**src/rtl/mem_arb_pkg.sv**
```systemverilog
// Shared defaults and FSM encoding for the data memory arbiter.
// Imported by the arbiter and by anything that inspects its state.
package mem_arb_pkg;

    localparam int ADDR_W_DEF    = 15;
    localparam int DATA_W_DEF    = 32;
    localparam int DEPTH_DEF     = 256;
    localparam int MAX_BURST_DEF = 8;

    typedef enum logic [1:0] {
        ARB   = 2'd0,
        LOCK0 = 2'd1,
        LOCK1 = 2'd2
    } arb_state_e;

endpackage

```
**src/rtl/data_mem_arbiter.sv**
```systemverilog
// Two-port round-robin arbiter in front of the single-port data memory,
// with bounded lock bursts and a registered read/error response.
module data_mem_arbiter
    import mem_arb_pkg::*;
#(
    parameter int ADDR_W    = ADDR_W_DEF,
    parameter int DATA_W    = DATA_W_DEF,
    parameter int DEPTH     = DEPTH_DEF,
    parameter int MAX_BURST = MAX_BURST_DEF
) (
    input  logic              clk,
    input  logic              reset,
    input  logic              req0_valid,
    input  logic              req0_we,
    input  logic              req0_lock,
    input  logic [ADDR_W-1:0] req0_addr,
    input  logic [DATA_W-1:0] req0_wdata,
    output logic              req0_ready,
    output logic              rsp0_valid,
    output logic [DATA_W-1:0] rsp0_rdata,
    output logic              rsp0_err,
    input  logic              req1_valid,
    input  logic              req1_we,
    input  logic              req1_lock,
    input  logic [ADDR_W-1:0] req1_addr,
    input  logic [DATA_W-1:0] req1_wdata,
    output logic              req1_ready,
    output logic              rsp1_valid,
    output logic [DATA_W-1:0] rsp1_rdata,
    output logic              rsp1_err,
    output logic [ADDR_W-1:0] mem_addr,
    output logic              mem_we,
    output logic [DATA_W-1:0] mem_wdata,
    input  logic [DATA_W-1:0] mem_rdata
);

    localparam int CNT_W = $clog2(MAX_BURST + 1);

    arb_state_e       state_q, state_d;
    logic             rr_q, rr_d;
    logic [CNT_W-1:0] cnt_q, cnt_d, cnt_nxt;

    logic              gnt0, gnt1, acc;
    logic              sel_we, sel_lock, sel_oor;
    logic [ADDR_W-1:0] sel_addr;
    logic [DATA_W-1:0] sel_wdata;
    logic              rsp_fire;
    logic [DATA_W-1:0] rsp_data;

    // rr_q names the port that wins the next two-way contention.
    always_comb begin
        gnt0 = 1'b0;
        gnt1 = 1'b0;
        if (!reset) begin
            unique case (state_q)
                ARB: begin
                    if (req0_valid && req1_valid) begin
                        gnt0 = !rr_q;
                        gnt1 = rr_q;
                    end else begin
                        gnt0 = req0_valid;
                        gnt1 = req1_valid;
                    end
                end
                LOCK0:   gnt0 = req0_valid;
                LOCK1:   gnt1 = req1_valid;
                default: ;
            endcase
        end
    end

    assign req0_ready = gnt0;
    assign req1_ready = gnt1;
    assign acc        = gnt0 | gnt1;

    always_comb begin
        sel_we    = 1'b0;
        sel_lock  = 1'b0;
        sel_addr  = '0;
        sel_wdata = '0;
        unique case (1'b1)
            gnt0: begin
                sel_we    = req0_we;
                sel_lock  = req0_lock;
                sel_addr  = req0_addr;
                sel_wdata = req0_wdata;
            end
            gnt1: begin
                sel_we    = req1_we;
                sel_lock  = req1_lock;
                sel_addr  = req1_addr;
                sel_wdata = req1_wdata;
            end
            default: ;
        endcase
    end

    assign sel_oor   = sel_addr >= ADDR_W'(DEPTH);
    assign mem_addr  = sel_addr;
    assign mem_wdata = sel_wdata;
    assign mem_we    = acc && sel_we && !sel_oor;

    assign rsp_fire = acc && (!sel_we || sel_oor);
    assign rsp_data = sel_oor ? '0 : mem_rdata;

    // The first locked beat is taken in ARB, so the count starts at 1.
    assign cnt_nxt = (state_q == ARB) ? CNT_W'(1) : cnt_q + CNT_W'(1);

    always_comb begin
        state_d = state_q;
        rr_d    = rr_q;
        cnt_d   = cnt_q;
        if (acc) begin
            rr_d = gnt0;
            if (!sel_lock || cnt_nxt >= CNT_W'(MAX_BURST)) begin
                state_d = ARB;
                cnt_d   = '0;
            end else begin
                state_d = gnt0 ? LOCK0 : LOCK1;
                cnt_d   = cnt_nxt;
            end
        end else if (state_q != ARB) begin
            state_d = ARB;
            cnt_d   = '0;
        end
    end

    always_ff @(posedge clk) begin
        if (reset) begin
            state_q    <= ARB;
            rr_q       <= 1'b0;
            cnt_q      <= '0;
            rsp0_valid <= 1'b0;
            rsp0_err   <= 1'b0;
            rsp0_rdata <= '0;
            rsp1_valid <= 1'b0;
            rsp1_err   <= 1'b0;
            rsp1_rdata <= '0;
        end else begin
            state_q    <= state_d;
            rr_q       <= rr_d;
            cnt_q      <= cnt_d;
            rsp0_valid <= gnt0 && rsp_fire;
            rsp0_err   <= gnt0 && sel_oor;
            rsp1_valid <= gnt1 && rsp_fire;
            rsp1_err   <= gnt1 && sel_oor;
            if (gnt0 && rsp_fire) rsp0_rdata <= rsp_data;
            if (gnt1 && rsp_fire) rsp1_rdata <= rsp_data;
        end
    end

endmodule

```
**config.mk**
```make
export PLATFORM = sky130hd
export DESIGN_NAME = data_mem_arbiter
export DESIGN_NICKNAME = d
export VERILOG_FILES = /design/src/rtl/mem_arb_pkg.sv /design/src/rtl/data_mem_arbiter.sv
export SDC_FILE = /design/constraint.sdc
export NUM_CORES = 1
export LEC_CHECK = 0
export CORE_MARGIN = 2
export CORE_UTILIZATION = 41
export DETAILED_ROUTE_END_ITERATION = 8
export PLACE_DENSITY = 0.87
export SKIP_LAST_GASP = 1
export SLEW_MARGIN = 20
export SYNTH_ARGS = -nofsm -noshare
export SYNTH_HDL_FRONTEND = slang
export SYNTH_SLANG_ARGS = --single-unit
export TNS_END_PERCENT = 10
```
**constraint.sdc**
```tcl
create_clock -name clk -period 4.4 [get_ports clk]
set_input_delay 0.88 -clock clk [delete_from_list [all_inputs] [get_ports clk]]
set_output_delay 0.88 -clock clk [all_outputs]
set_load 0.03 [all_outputs]
```
## Word level (Yosys, flattened, before mapping)

Cells that the tools add are included.
W data, S select, Z words.

| storage, ports and cells | value |
|---|---|
| bits in registers | 75 |
| input port bits | 134 |
| output and inout port bits | 118 |
| logic and storage cells | 51 |

| operators by class | value |
|---|---|
| add/subtract/negate cells | 1 |
| $lt $le $gt $ge | 2 |
| equal/unequal tests | 2 |
| mux-type cells | 19 |
| bitwise operators | 1 |
| reduce and logical (&&, ||, !) cells | 17 |

Operator list:

| cell | count |
|---|---|
| $pmux W32 S2 | 1 |
| $mux W32 | 1 |
| $pmux W15 S2 | 1 |
| $mux W4 | 4 |
| $ge A15 B9 Y1 const B | 1 |
| $logic_and A1 B1 Y1 | 8 |
| $mux W2 | 4 |
| $pmux W1 S2 | 4 |
| $add A4 B1 Y4 const B | 1 |
| $ge A4 B4 Y1 const B | 1 |
| $logic_not A1 Y1 | 4 |
| $mux W1 | 4 |
| $reduce_bool A2 Y1 | 2 |
| $eq A2 B1 Y1 const B | 1 |
| $eq A2 B2 Y1 const B | 1 |
| $logic_not A2 Y1 | 1 |
| $logic_or A1 B1 Y1 | 2 |
| $or A1 B1 Y1 | 1 |

## Depth between registers and ports, before layout

| logic depth | value |
|---|---|
| depth after elaboration | 9 |
| gate-level depth with buffers | 8 |

## Worst setup path after synthesis

OpenSTA, ideal clock, no wires.

| path | value |
|---|---|
| kind | input-to-output |
| start point | input reset |
| end point | output mem_addr[0] |
| data arrival time | 2269 ps |
| required time | 3520 ps |
| path slack | 1251 ps |
| stages on the path | 6 |
| path through | nor3b_2 nand2_4 inv_4 clkbuf_1 clkbuf_1 a22o_1 |

| on the way | value |
|---|---|
| longest elaborated chain between the ends | 2 |

RTL lines:

| item | line | RTL |
|---|---|---|
| from (decl) | data_mem_arbiter.sv:12 | `input logic reset,` |
| $mux W1 | data_mem_arbiter.sv:54 | `if (!reset) begin` |
| $pmux W15 S2 * | data_mem_arbiter.sv:81 | `unique case (1'b1)` |
| to (decl) | data_mem_arbiter.sv:31 | `output logic [ADDR_W-1:0] mem_addr,` |

Mark *: on every way between the ends. The rest lies on a longest branch, timed or not.

## Worst setup path after layout

| path | value |
|---|---|
| start point | input req0_valid |
| end point | output mem_addr[10] |

| on the way | value |
|---|---|
| longest elaborated chain between the ends | 5 |

RTL lines:

| item | line | RTL |
|---|---|---|
| from (decl) | data_mem_arbiter.sv:13 | `input logic req0_valid,` |
| $logic_and A1 B1 Y1 | data_mem_arbiter.sv:57 | `if (req0_valid && req1_valid) begin` |
| $mux W1 | data_mem_arbiter.sv:57 |  |
| $pmux W1 S2 | data_mem_arbiter.sv:55 | `unique case (state_q)` |
| $mux W1 | data_mem_arbiter.sv:54 |  |
| $pmux W15 S2 * | data_mem_arbiter.sv:81 |  |

Marks and branches as above.

==> out/metrics.cfg <==
[synthesis]
synth_common_cells=dfxtp_1, o21ai_0, a22o_1
synth_area_sq_um=4190
syn_nets=647
synth_seq_area_share=0.358
netlist_instances=512
yosysMostFrequentCell=dfxtp_1
ys_top_cells_by_area=dfxtp_1, a22o_1, o21ai_0
netlist.area_leader.share=0.358
synth.ff_latch_count=75
yosys.area.top_type=dfxtp_1
ys.flop_type=dfxtp_1
yosysWarnings=0
synth_edf_count=0
avgSynthCellArea_sq_um=8.18
async_reset_ff_frac=0
synthDistinctLibCells=40

[die]
num_rows=36
die_h_microns=105
initial_utilization=0.425
die_w_microns=105
num_io_pins=252
core_area_sq_um=9860
dieArea_sq_um=11000

[cells_and_area]
antennaDiodeCount=0
stdcell_count=872
stdcell_area_sq_um=6910
drive_above_1_share=0.122
fin_nets=869
areaGrowthSynthToFinish_pct=64.9

[hold_path]
hold_class=reg2reg

[place]
dp.cells=856
dpl.hpwl_microns=11300
place_area_sq_um=6670
post-place-ws_ps=620
numPortBuffers=251
place_congestion=0.928

[clock_tree]
ctsResizeCount=0
clkLatencyLatePin_ps=350
cts_buffer_depth=2
cts_tree=built
cts_num_sinks=75
numCtsBuffers=9
post_cts_buffers=0
hold_buffers=0
path_clk_slew_ps=70
cts_root_buf=clkbuf_8
h-tree-depth=3

[global_routing]
met3_usage=0.0986
antenna_found_initial=1
grt_util_met2=0.481
grtUsageMet1=0.338
grt.busiest_layer=met2
grt_pass1_wl_microns=25100
grtUsageTotal=0.281
grt_start_max_net_pins=95
overflow=0
grt_pass1_vias=4848

[sta]
finalCritPeriodShare=0.868
worst-slew-pin-transition_ps=1050
max_slew_margin=0.297
slew_violations=0
setup_viol_count_final=0
clock_skew_ps=4.74
fmax_mhz=262
fin_ws_ps=581
fin_tns_setup_ps=0
fin_crit_ps=3820
rsz0062_at_grt=false
final_hold_viol_count=0
holdWs_ps=514

[worst_setup_path]
cpMaxStageDelayCell=clkdlybuf4s50_1
crit_path_frequent_cell=buf_4
cp.required_ps=3520
cp-end-kind=output pin
criticalPathCategory=in2out
crit_chain=clkdlybuf4s50_1, nor3b_2, nand2_2, inv_2, buf_4, a22o_1, buf_4
path_max_fanout=33
cpPeakStageDelay_ps=510
arrival_ps=2940
cp-start-kind=primary input

[run_status]
status=finished clean

[routing]
route.detailed.drc=0
wl_per_cell_microns=18.4
drtAntennaViolNets=0
dr.pass1.iters=6
num_vias=4817
drt_iter0_drc=369
routed_via_density=5.52
routed_wl_microns=16100

[job]
cap_violations=0

[pwr]
p_per_area_nw_per_um2=285
power.leakage_nw=2.76
ir_drop_mv=0.198

==> kinds of logic (layout without fill, tap and decap cells) <==
| kind of cell | after synthesis | in the layout | share of synthesized area |
|---|---|---|---|
| DFF | 75 | 75 | 0.358 |
| buffers and inverters | 64 | 291 | 0.0645 |
| and+or+nand+nor | 205 | 205 | 0.283 |
| AOI/OAI and AO/OA | 165 | 165 | 0.286 |
| adders and majority gates | 1 | 1 | 0.00299 |
| muxes | 1 | 1 | 0.00269 |
| xor gates and xnor gates | 1 | 1 | 0.00209 |
==> cells in the final DEF (no fill, tap or decap), types with 3 or more instances in the layout <==
cell	synthesis	final
clkdlybuf4s50_1	0	201
dfxtp_1	75	75
o21ai_0	62	62
buf_4	0	53
a22o_1	48	48
nand2b_1	47	47
nor2_1	41	41
and3_1	30	30
nor2b_1	29	29
a221o_1	29	29
nor3_1	24	24
nor4_1	15	15
inv_1	13	13
o21ai_1	11	11
clkbuf_8	0	9
nand2_1	6	5
a21oi_1	5	5
buf_12	0	5
bufinv_16	0	3
==> per-layer routing <==
metal / part of all wire / up-vias
li1: - / 2324
met1: 0.41 / 2237
met2: 0.49 / 226
met3: 0.086 / 28
met4: 0.017 / 2
met5: 0.0010 / -
==> worst paths after layout <==
path	start	endpoint	slack (ps)	cells past startpoint
worst max-delay path	req0_valid	mem_addr[10]	580	7
worst min-delay path	rsp1_rdata[1]	rsp1_rdata[1]	510	2
worst max register to register	state_q[1]	rsp0_rdata[25]	2080	7
worst min register to register	rsp1_rdata[1]	rsp1_rdata[1]	510	2
==> critical path, delay by kind of cell <==
kind	cells	cell delay, ps
buffers and inverters	4	1450
AOI/OAI and AO/OA	1	190
and+or+nand+nor	2	410
==> flip-flops by register name, summed over array words and instances (netlist names) <==
name,cells
rsp0_err,1
rsp0_rdata,32
rsp1_err,1
rr_q,1
state_q,2
rsp1_rdata,32
rsp1_valid,1
rsp0_valid,1
cnt_q,4
==> layout make-up <==
class | instances | area, sq um
well taps | 133 | 166
clock buffers | 10 | 128
multi-input cells | 373 | 2430
inverters | 15 | 58.8
fillers | 759 | 2960
repair buffers | 260 | 2510
flip-flops and latches | 75 | 1500
clock inverters | 6 | 114
==> per-stage QoR <==
step / total power, mW / util
detailed placement: 1.33 / 0.676
global placement: 1.33 / 0.676
floorplan: 1.04 / -
CTS: 1.98 / 0.700
global route: 2.04 / 0.700
finish: 1.97 / 0.700
==> power by group <==
part           internal [mW]  switching [mW]
logic                  0.278           0.315
clock network          0.378           0.269
registers              0.711          0.0182
No activity file was read; power rests on OpenSTA's default activity.
